--- src/rtl/rc4_pkg.sv ---
// Shared types for the RC4 key-search cluster.
// Provides the dispatcher state enum and the default key width/type.
package rc4_pkg;

  localparam int DEF_KEY_WIDTH = 24;

  typedef logic [DEF_KEY_WIDTH-1:0] key_t;

  typedef enum logic [2:0] {
    IDLE,
    DISPATCH,
    DRAIN,
    FOUND,
    EXHAUSTED
  } dispatch_state_t;

endpackage

--- src/rtl/key_dispatcher_if.sv ---
// Core <-> dispatcher bundle: requests, done/hit reports, block grants.
// master: dispatcher side (drives grants); slave: core side.
interface key_dispatcher_if #(
  parameter int NUM_CORES = 2,
  parameter int KEY_WIDTH = 24
);

  logic [NUM_CORES-1:0]           core_req;
  logic [NUM_CORES-1:0]           core_done;
  logic [NUM_CORES-1:0]           core_hit;
  logic [NUM_CORES*KEY_WIDTH-1:0] hit_key;
  logic [NUM_CORES-1:0]           core_gnt;
  logic [KEY_WIDTH-1:0]           gnt_base;
  logic [KEY_WIDTH-1:0]           gnt_last;

  modport master (
    input  core_req,
    input  core_done,
    input  core_hit,
    input  hit_key,
    output core_gnt,
    output gnt_base,
    output gnt_last
  );

  modport slave (
    output core_req,
    output core_done,
    output core_hit,
    output hit_key,
    input  core_gnt,
    input  gnt_base,
    input  gnt_last
  );

endinterface

--- src/rtl/rr_arbiter.sv ---
// Combinational round-robin picker: first eligible bit at or after ptr.
// Ports: elig/ptr in; one-hot gnt, encoded idx, any out.
module rr_arbiter #(
  parameter int N  = 2,
  parameter int IW = 1
) (
  input  logic [N-1:0]  elig,
  input  logic [IW-1:0] ptr,
  output logic [N-1:0]  gnt,
  output logic [IW-1:0] idx,
  output logic          any
);

  logic [IW-1:0] j;

  always_comb begin
    gnt = '0;
    idx = '0;
    any = 1'b0;
    j   = '0;
    for (int i = 0; i < N; i++) begin
      j = IW'((int'(ptr) + i) % N);
      if (!any && elig[j]) begin
        any    = 1'b1;
        gnt[j] = 1'b1;
        idx    = j;
      end
    end
  end

endmodule

--- src/rtl/key_dispatcher.sv ---
// Dynamic key-block scheduler for parallel RC4 search cores.
// Ports: clk, reset (async low), start/abort pulses, cores bundle,
// status stop/busy/done/found and latched found_key/found_core.
module key_dispatcher
  import rc4_pkg::*;
#(
  parameter int                   NUM_CORES     = 2,
  parameter int                   LOG_NUM_CORES = 1,
  parameter int                   KEY_WIDTH     = DEF_KEY_WIDTH,
  parameter logic [KEY_WIDTH-1:0] KEY_MAX       = 24'h3FFFFF,
  parameter int                   BLOCK_LOG     = 10
) (
  input  logic                     clk,
  input  logic                     reset,
  input  logic                     start,
  input  logic                     abort,
  key_dispatcher_if.master         cores,
  output logic                     stop,
  output logic                     busy,
  output logic                     done,
  output logic                     found,
  output logic [KEY_WIDTH-1:0]     found_key,
  output logic [LOG_NUM_CORES-1:0] found_core
);

  localparam logic [KEY_WIDTH:0] BLK =
    {{KEY_WIDTH{1'b0}}, 1'b1} << BLOCK_LOG;
  localparam logic [KEY_WIDTH:0] BLK_M1 = BLK - 1'b1;
  localparam logic [KEY_WIDTH:0] KMAX_X = {1'b0, KEY_MAX};

  dispatch_state_t state, state_nx;

  logic [NUM_CORES-1:0]     outst;
  logic [NUM_CORES-1:0]     elig;
  logic [NUM_CORES-1:0]     hit_q;
  logic [NUM_CORES-1:0]     arb_gnt;
  logic [NUM_CORES-1:0]     gnt_q;
  logic [LOG_NUM_CORES-1:0] rr_ptr;
  logic [LOG_NUM_CORES-1:0] arb_idx;
  logic [LOG_NUM_CORES-1:0] win_idx;
  logic [KEY_WIDTH-1:0]     win_key;
  logic [KEY_WIDTH-1:0]     base_q;
  logic [KEY_WIDTH-1:0]     last_q;
  // One extra bit so the counter can step past KEY_MAX without wrapping.
  logic [KEY_WIDTH:0]       next_base;
  logic [KEY_WIDTH:0]       blk_end;
  logic                     arb_any;
  logic                     any_hit;
  logic                     exhausted;
  logic                     searching;
  logic                     grant_en;
  logic                     start_ok;
  logic                     hit_take;
  logic                     aborted_q;
  logic                     found_q;

  assign elig      = cores.core_req & ~outst;
  // Reports from cores without a block in flight are ignored.
  assign hit_q     = cores.core_hit & outst;
  assign any_hit   = |hit_q;
  assign exhausted = next_base > KMAX_X;
  assign blk_end   = next_base + BLK_M1;
  assign searching = (state == DISPATCH) || (state == DRAIN);
  assign start_ok  = start && !abort && !searching;
  assign hit_take  = any_hit && !abort && searching;
  // A hit blocks any grant so no new block escapes after the win.
  assign grant_en  = (state == DISPATCH) && arb_any &&
                     !exhausted && !any_hit && !abort;

  rr_arbiter #(
    .N  (NUM_CORES),
    .IW (LOG_NUM_CORES)
  ) u_arb (
    .elig (elig),
    .ptr  (rr_ptr),
    .gnt  (arb_gnt),
    .idx  (arb_idx),
    .any  (arb_any)
  );

  // Lowest-index hitting core wins.
  always_comb begin
    win_idx = '0;
    win_key = '0;
    for (int i = NUM_CORES - 1; i >= 0; i--) begin
      if (hit_q[i]) begin
        win_idx = LOG_NUM_CORES'(i);
        win_key = cores.hit_key[i*KEY_WIDTH +: KEY_WIDTH];
      end
    end
  end

  always_ff @(posedge clk or negedge reset) begin
    if (!reset) state <= IDLE;
    else        state <= state_nx;
  end

  always_comb begin
    state_nx = state;
    if (abort) begin
      state_nx = IDLE;
    end else begin
      unique case (state)
        IDLE: if (start) state_nx = DISPATCH;
        DISPATCH: begin
          if (any_hit)        state_nx = FOUND;
          else if (exhausted) state_nx = DRAIN;
        end
        DRAIN: begin
          if (any_hit)         state_nx = FOUND;
          else if (outst == 0) state_nx = EXHAUSTED;
        end
        FOUND:     if (start) state_nx = DISPATCH;
        EXHAUSTED: if (start) state_nx = DISPATCH;
        default:   state_nx = IDLE;
      endcase
    end
  end

  always_comb begin
    busy = 1'b0;
    done = 1'b0;
    stop = aborted_q;
    unique case (state)
      DISPATCH, DRAIN: busy = 1'b1;
      FOUND, EXHAUSTED: begin
        done = 1'b1;
        stop = 1'b1;
      end
      default: ;
    endcase
  end

  always_ff @(posedge clk or negedge reset) begin
    if (!reset) begin
      aborted_q  <= 1'b0;
      gnt_q      <= '0;
      base_q     <= '0;
      last_q     <= '0;
      next_base  <= '0;
      rr_ptr     <= '0;
      outst      <= '0;
      found_q    <= 1'b0;
      found_key  <= '0;
      found_core <= '0;
    end else begin
      aborted_q <= abort;
      gnt_q     <= grant_en ? arb_gnt : '0;
      if (abort || start_ok) begin
        outst <= '0;
      end else begin
        outst <= (outst & ~(cores.core_done | cores.core_hit)) |
                 (grant_en ? arb_gnt : '0);
      end
      if (start_ok) begin
        next_base  <= '0;
        found_q    <= 1'b0;
        found_key  <= '0;
        found_core <= '0;
      end else if (grant_en) begin
        base_q    <= next_base[KEY_WIDTH-1:0];
        last_q    <= (blk_end > KMAX_X) ? KEY_MAX
                                        : blk_end[KEY_WIDTH-1:0];
        next_base <= next_base + BLK;
        rr_ptr    <= (arb_idx == LOG_NUM_CORES'(NUM_CORES - 1))
                     ? '0 : arb_idx + 1'b1;
      end else if (hit_take) begin
        found_q    <= 1'b1;
        found_key  <= win_key;
        found_core <= win_idx;
      end
    end
  end

  assign found          = found_q;
  assign cores.core_gnt = gnt_q;
  assign cores.gnt_base = base_q;
  assign cores.gnt_last = last_q;

endmodule

--- src/flat_wrapper.sv ---
// flat-port wrapper written by rule: the top's interface ports become plain ports
module key_dispatcher_flat import rc4_pkg::*;
#(
  parameter int                   NUM_CORES     = 2,
  parameter int                   LOG_NUM_CORES = 1,
  parameter int                   KEY_WIDTH     = DEF_KEY_WIDTH,
  parameter logic [KEY_WIDTH-1:0] KEY_MAX       = 24'h3FFFFF,
  parameter int                   BLOCK_LOG     = 10
)
  (clk, reset, start, abort, stop, busy, done, found, found_key, found_core, cores_core_req, cores_core_done, cores_core_hit, cores_hit_key, cores_core_gnt, cores_gnt_base, cores_gnt_last);
  key_dispatcher_if #(.NUM_CORES(NUM_CORES), .KEY_WIDTH(KEY_WIDTH)) cores_i ();
  input  logic clk;
  input  logic reset;
  input  logic start;
  input  logic abort;
  output logic stop;
  output logic busy;
  output logic done;
  output logic found;
  output logic [KEY_WIDTH-1:0] found_key;
  output logic [LOG_NUM_CORES-1:0] found_core;
  input wire logic [$bits(cores_i.core_req)-1:0] cores_core_req;
  input wire logic [$bits(cores_i.core_done)-1:0] cores_core_done;
  input wire logic [$bits(cores_i.core_hit)-1:0] cores_core_hit;
  input wire logic [$bits(cores_i.hit_key)-1:0] cores_hit_key;
  output wire logic [$bits(cores_i.core_gnt)-1:0] cores_core_gnt;
  output wire logic [$bits(cores_i.gnt_base)-1:0] cores_gnt_base;
  output wire logic [$bits(cores_i.gnt_last)-1:0] cores_gnt_last;
  assign cores_i.core_req = cores_core_req;
  assign cores_i.core_done = cores_core_done;
  assign cores_i.core_hit = cores_core_hit;
  assign cores_i.hit_key = cores_hit_key;
  assign cores_core_gnt = cores_i.core_gnt;
  assign cores_gnt_base = cores_i.gnt_base;
  assign cores_gnt_last = cores_i.gnt_last;
  key_dispatcher #(.NUM_CORES(NUM_CORES), .LOG_NUM_CORES(LOG_NUM_CORES), .KEY_WIDTH(KEY_WIDTH), .KEY_MAX(KEY_MAX), .BLOCK_LOG(BLOCK_LOG)) u_core (.clk(clk), .reset(reset), .start(start), .abort(abort), .cores(cores_i), .stop(stop), .busy(busy), .done(done), .found(found), .found_key(found_key), .found_core(found_core));
endmodule
--- config.mk ---
export PLATFORM = sky130hd
export DESIGN_NAME = key_dispatcher_flat
export DESIGN_NICKNAME = d
export VERILOG_FILES = /design/src/rtl/rc4_pkg.sv /design/src/rtl/key_dispatcher_if.sv /design/src/rtl/rr_arbiter.sv /design/src/rtl/key_dispatcher.sv /design/src/flat_wrapper.sv
export SDC_FILE = /design/constraint.sdc
export NUM_CORES = 1
export LEC_CHECK = 0
export CAP_MARGIN = 20
export CELL_PAD_IN_SITES_DETAIL_PLACEMENT = 1
export CELL_PAD_IN_SITES_GLOBAL_PLACEMENT = 1
export CORE_UTILIZATION = 35
export CTS_CLUSTER_DIAMETER = 60
export DETAILED_ROUTE_END_ITERATION = 16
export PLACE_DENSITY = 0.84
export SYNTH_ARGS = -nofsm -noshare
export SYNTH_HDL_FRONTEND = slang
export SYNTH_SLANG_ARGS = --single-unit
--- constraint.sdc ---
create_clock -name clk -period 5.4 [get_ports clk]
set_input_delay 1.08 -clock clk [delete_from_list [all_inputs] [get_ports clk]]
set_output_delay 1.08 -clock clk [all_outputs]
set_load 0.01 [all_outputs]
# After elaboration in Yosys (flattened, before gate mapping)
# Index checks and enable logic that the tools add are counted.
dict set report totals {
  reg_bits 108
}
dict set report classes {
  bitwise_logic 9
  muxes 43
  n_eq_ne 8
  reduce_logical 29
  order_cmp 6
  add_sub_neg 4
}
# operator n
set ops {}
lappend ops {{$mux W24} 6}
lappend ops {{$gt A25 B22 Y1 const B} 2}
lappend ops {{$mux W25} 2}
lappend ops {{$add A25 B10 Y25 const B} 1}
lappend ops {{$add A25 B11 Y25 const B} 1}
lappend ops {{$mux W1} 22}
lappend ops {{$mux W3} 6}
lappend ops {{$logic_and A1 B1 Y1} 11}
lappend ops {{$pmux W3 S3} 1}
lappend ops {{$mux W2} 4}
lappend ops {{$and A2 B2 Y2} 3}
lappend ops {{$eq A3 B2 Y1 const B} 2}
lappend ops {{$or A2 B2 Y2} 3}
lappend ops {{$reduce_or A2 Y1} 3}
lappend ops {{$logic_not A1 Y1} 5}
lappend ops {{$lt A1 B2 Y1 const B} 2}
lappend ops {{$ne A4 B2 Y1 const B} 1}
lappend ops {{$ne A4 B3 Y1 const B} 1}
lappend ops {{$not A2 Y2} 2}
lappend ops {{$reduce_and A2 Y1} 2}
lappend ops {{$reduce_bool A2 Y1} 2}
lappend ops {{$eq A3 B1 Y1 const B} 1}
lappend ops {{$eq A3 B3 Y1 const B} 1}
lappend ops {{$logic_not A3 Y1} 1}
lappend ops {{other kinds (10)} 14}

# Logic depth before layout (Yosys ltp)
dict set report depth {
  depth_word 15
  ltp_mapped 7
}

# Cells and area by module
# From an unflattened synthesis, not the netlist that was laid out.
dict set report unflattened {
  cells_unflattened 351
  area_unflattened_um2 3824.9
}
# module area_each_um2 cells_per_inst n_inst
set modules_own_cells {}
lappend modules_own_cells {key_dispatcher 3792.4 346 1}
lappend modules_own_cells {rr_arbiter 32.5 5 1}

# Least setup slack after synthesis
# Ideal clock, no wire load.
dict set report synth_timing {
  path_kind {input to register}
  startpoint {in abort}
  endpoint {reg u_core.next_base[18]}
  setup_slack_ns 2.573
  setup_time_ns 0.078
  n_path_buf 1
  required_time_ns 5.322
  arrival_ns 2.749
  stages 5
  cell_sequence {or4b_1 -> buf_2 -> or3_4 -> or4_1 -> a21oi_1}
}
dict set report synth_via {
  elab_chain_cells 4
  word_cells_on_any_way 6
  cone_classes {1 x mux; 5 x reduce/logical}
}
# item line_no
set synth_lines {}
lappend synth_lines {{from (decl)} flat_wrapper.sv:15} ;# input logic abort;
lappend synth_lines {{$logic_not A1 Y1 *} {key_dispatcher.sv:64, key_dispatcher.sv:68}}
lappend synth_lines {{$logic_and A1 B1 Y1 (2 in series)} key_dispatcher.sv:64} ;# assign start_ok = start && !abort && !searching;
lappend synth_lines {{$mux W25 / $reduce_bool A2 Y1 (equally long branches)} -}
lappend synth_lines {{to (signal assigned)} key_dispatcher.sv:164} ;# next_base <= next_base + BLK;
lappend synth_lines {{to (decl)} key_dispatcher.sv:45} ;# logic [KEY_WIDTH:0] next_base;
# Every way passes the cells marked *; elsewhere a longest branch is shown, timed or not.
# A chain may end at the register's enable or synchronous reset.

# Final worst setup path
dict set report layout_timing {
  startpoint {in abort}
  endpoint {reg u_core.next_base[15]}
}
# Same word-level chain as after synthesis.

==> impl_metrics.tcl <==
set metrics [dict create \
    placed_cells 576 \
    htreeDepth 3 \
    fin_skew_ps 13.0 \
    cts_tree "built" \
    fp.dieW_um 103 \
    layout-drive-gt1-share_pct 5.45 \
    p_int_uw 1060 \
    min_period_over_period_pct 62.2 \
    r2r-start "u_core.state[0]$_DFFE_PN0P_" \
    via_per_inst 5.09 \
    regToRegSetupSlack_ps 2730 \
    wl_mm 9.55 \
    grt_antenna_before_repair 0 \
    hold-path-endpoint "u_core.cores.gnt_base[17]$_DFFE_PN0P_" \
    first_iter_violations 64 \
    vias 3015 \
    synth-edff-count 0 \
    cellPowerDensity_mw_per_mm2 300 \
    fillers 1119 \
    core_mm2 0.00982 \
    cp.arrival_ps 3630 \
    hold_viol 0 \
    io_buffers 126 \
    cts_sinks 79 \
    finalNonFillerCells 592 \
    initial_core_util_pct 36.1 \
    synth_seq_cells 79 \
    rr_worst_depth 4 \
    hold_depth 2 \
    netlist_instances 343 \
    dieHeight_um 103 \
    dieArea_mm2 0.0105 \
    finalPower_uw 1510 \
    hp-class "reg2reg" \
    grt_max_degree 80 \
    hold_buffers 0 \
    grt_first_pass_wirelength_mm 15.4 \
    endpoint_kind "flip-flop" \
    synth_ff_type "dfrtp_1" \
    swShare_pct 29.8 \
    mostFrequentLayoutCell "clkdlybuf4s50_1" \
    fin_tns_setup_ps 0 \
    syn_area_mm2 0.00355 \
    ys_warn_count 0 \
    seq_area_frac_synth_pct 55.7 \
    clock.fmax_ghz 0.298 \
    p_clk_share_pct 30.1 \
    grt_pass1_vias 3171 \
    synth_cell_type_count 44 \
    cp_cell_sequence "clkdlybuf4s50_1 -> or4b_1 -> a2111o_1 -> buf_4 -> or4_1 -> a21oi_1" \
    clockBufferDepth 2 \
    ant_nets 0 \
    pre_cts_ws_ps 1680 \
    pwr-share-comb_pct 24.7 \
    gp_congestion 0.744 \
    grt_use_total_pct 19.1 \
    min_period_ps 3360 \
    cts_resized 0 \
    setup_violations 0 \
    min-delay-start "u_core.cores.gnt_base[17]$_DFFE_PN0P_" \
    cp_data_required_time_ps 5670 \
    rr_endpoint "u_core.found_key[6]$_DFFE_PN0P_" \
    async_reset_ff_share_pct 100 \
    topRoutingLayerUsed "met4" \
    io_pins 137 \
    cp_slowest_stage_delay_ps 700 \
    syn_area_per_cell_um2 10.3 \
    peakVddDrop_v 0.000168 \
    wl_met3_um 444 \
    gr-total-overflow 0 \
    maxCapViolCount 0 \
    post-route-util_pct 51.2 \
    drtPass1Iterations 4 \
    slowest_stage "or4b_1" \
    fin_nets 513 \
    start_kind "input pin" \
    final_cell_mix "clkdlybuf4s50_1 (125), dfrtp_1 (79), nand2_1 (67)" \
    insertedDiodeCount 0 \
    cts-root-buf "clkbuf_8" \
    path_max_fanout 42 \
    met2_length_mm 4.80 \
    drc_errors 0 \
    critical_path_class "in2reg" \
    slew-limit-headroom_pct 33.8 \
    drt-met1-wl_mm 4.22 \
    finalWorstSetupSlack_ps 2040 \
    numCtsBuffers 9 \
    switchingPower_uw 449 \
    final_max_slew_viol_count 0 \
    pwr-share-seq_pct 45.1 \
    cts_setup_buffers 0 \
    power.leakage_uw 0.00217 \
    grt_setup_unrepaired "no" \
    syn_to_final_growth_pct 41.5 \
    rows 36 \
    status "finished, final reports clean" \
    dp_hpwl_mm 6.91 \
    worstMarginPinSlew_ps 993 \
    path_clk_slew_ps 80 \
    clk_latency_ps 350 \
    wl_per_cell_um 16.1 \
]
power by group through the flow:
stage          clock network (uW)  logic [uW]  registers, uW
3_5_place_dp                    0         379            692
4_1_cts                       466         380            680
5_1_grt                       484         411            688
3_3_place_gp                    0         364            690
6_report                      454         373            680
2_1_floorplan                   0         196            693
kinds of logic after synthesis:
| logic type | Yosys count | share of synthesized area (%) |
|---|---|---|
| XOR/XNOR | 1 | 0.247 |
| buffers and inverters | 42 | 6.49 |
| AND/OR/NAND/NOR | 126 | 17.6 |
| flip-flops | 79 | 55.7 |
| adder cells (fa/ha/maj) | 1 | 0.352 |
| multiplexers | 1 | 0.282 |
| AO/OA/AOI/OAI | 92 | 19.2 |
| other | 1 | 0.106 |
metrics by stage:
| step | instance area, um2 | hold slack, ps |
|---|---|---|
| floorplan | 3580 | 444 |
| global placement | 4820 | 448 |
| detailed placement | 4820 | 460 |
| CTS | 5020 | 480 |
| global route | 5020 | 506 |
| finish | 5020 | 476 |
sequential cells by signal (all words and copies together), names as in the netlist, 2 cells and up:
signal,cells
u_core.outst,2
u_core.next_base,15
u_core.state,3
u_core.cores.gnt_last,15
u_core.cores.core_gnt,2
u_core.cores.gnt_base,14
u_core.found_key,24
worst max-delay path: cells and delay by family:
family                 cells  cell delay (ps)
AND/OR/NAND/NOR            2             1240
buffers and inverters      2              810
AO/OA/AOI/OAI              2              490
synth_stat cells (2+ instances only):
master,instances,area (um2)
dfrtp_1,79,1980
nand2_1,67,251
a22oi_1,25,188
o2bb2ai_1,25,219
buf_4,19,143
clkbuf_1,16,60.1
a21oi_1,12,60.1
and2_1,9,56.3
or4_1,9,67.6
nor2_1,7,26.3
o21ai_0,7,35.0
o31ai_1,7,52.6
nand3_1,6,30.0
or3_1,5,31.3
a31oi_1,4,25.0
inv_1,4,15.0
nand2b_1,3,18.8
nand4_1,3,18.8
nor2b_1,3,18.8
nor3b_1,3,22.5
o21a_1,3,22.5
a21o_1,2,15.0
buf_1,2,7.51
nor3_1,2,10.0
or2_2,2,12.5
how the worst max path moves through the flow:
| stage | endpoint | start | slack, ps |
|---|---|---|---|
| floorplan | u_core.next_base[18]$_DFFE_PN0P_ | abort | 2570 |
| global placement | u_core.found_core$_DFFE_PN0P_ | cores_core_hit[0] | 1780 |
| detailed placement | u_core.next_base[19]$_DFFE_PN0P_ | abort | 1680 |
| CTS | u_core.next_base[19]$_DFFE_PN0P_ | abort | 2040 |
| global route | u_core.found_key[6]$_DFFE_PN0P_ | cores_core_hit[0] | 1850 |
| finish | u_core.next_base[15]$_DFFE_PN0P_ | abort | 2040 |
cell type report:
type | instances | area [um2] | area share, %
Timing Repair Buffer | 129 | 1280 | 25.5
Sequential cell | 79 | 1980 | 39.4
Inverter | 4 | 15.0 | 0.299
Multi-Input combinational cell | 231 | 1380 | 27.4
Tap cell | 133 | 166 | 3.31
Clock inverter | 5 | 56.3 | 1.12
Clock buffer | 11 | 151 | 3.01
metal layers:
layer | global-route usage, % | up-vias
met3 | 4.41 | 9
li1 | - | 1430
met2 | 32.9 | 83
met1 | 24.1 | 1493
met4 | 5.05 | 0
met5 | 0 | -
No activity file was read; power rests on OpenSTA's default activity.
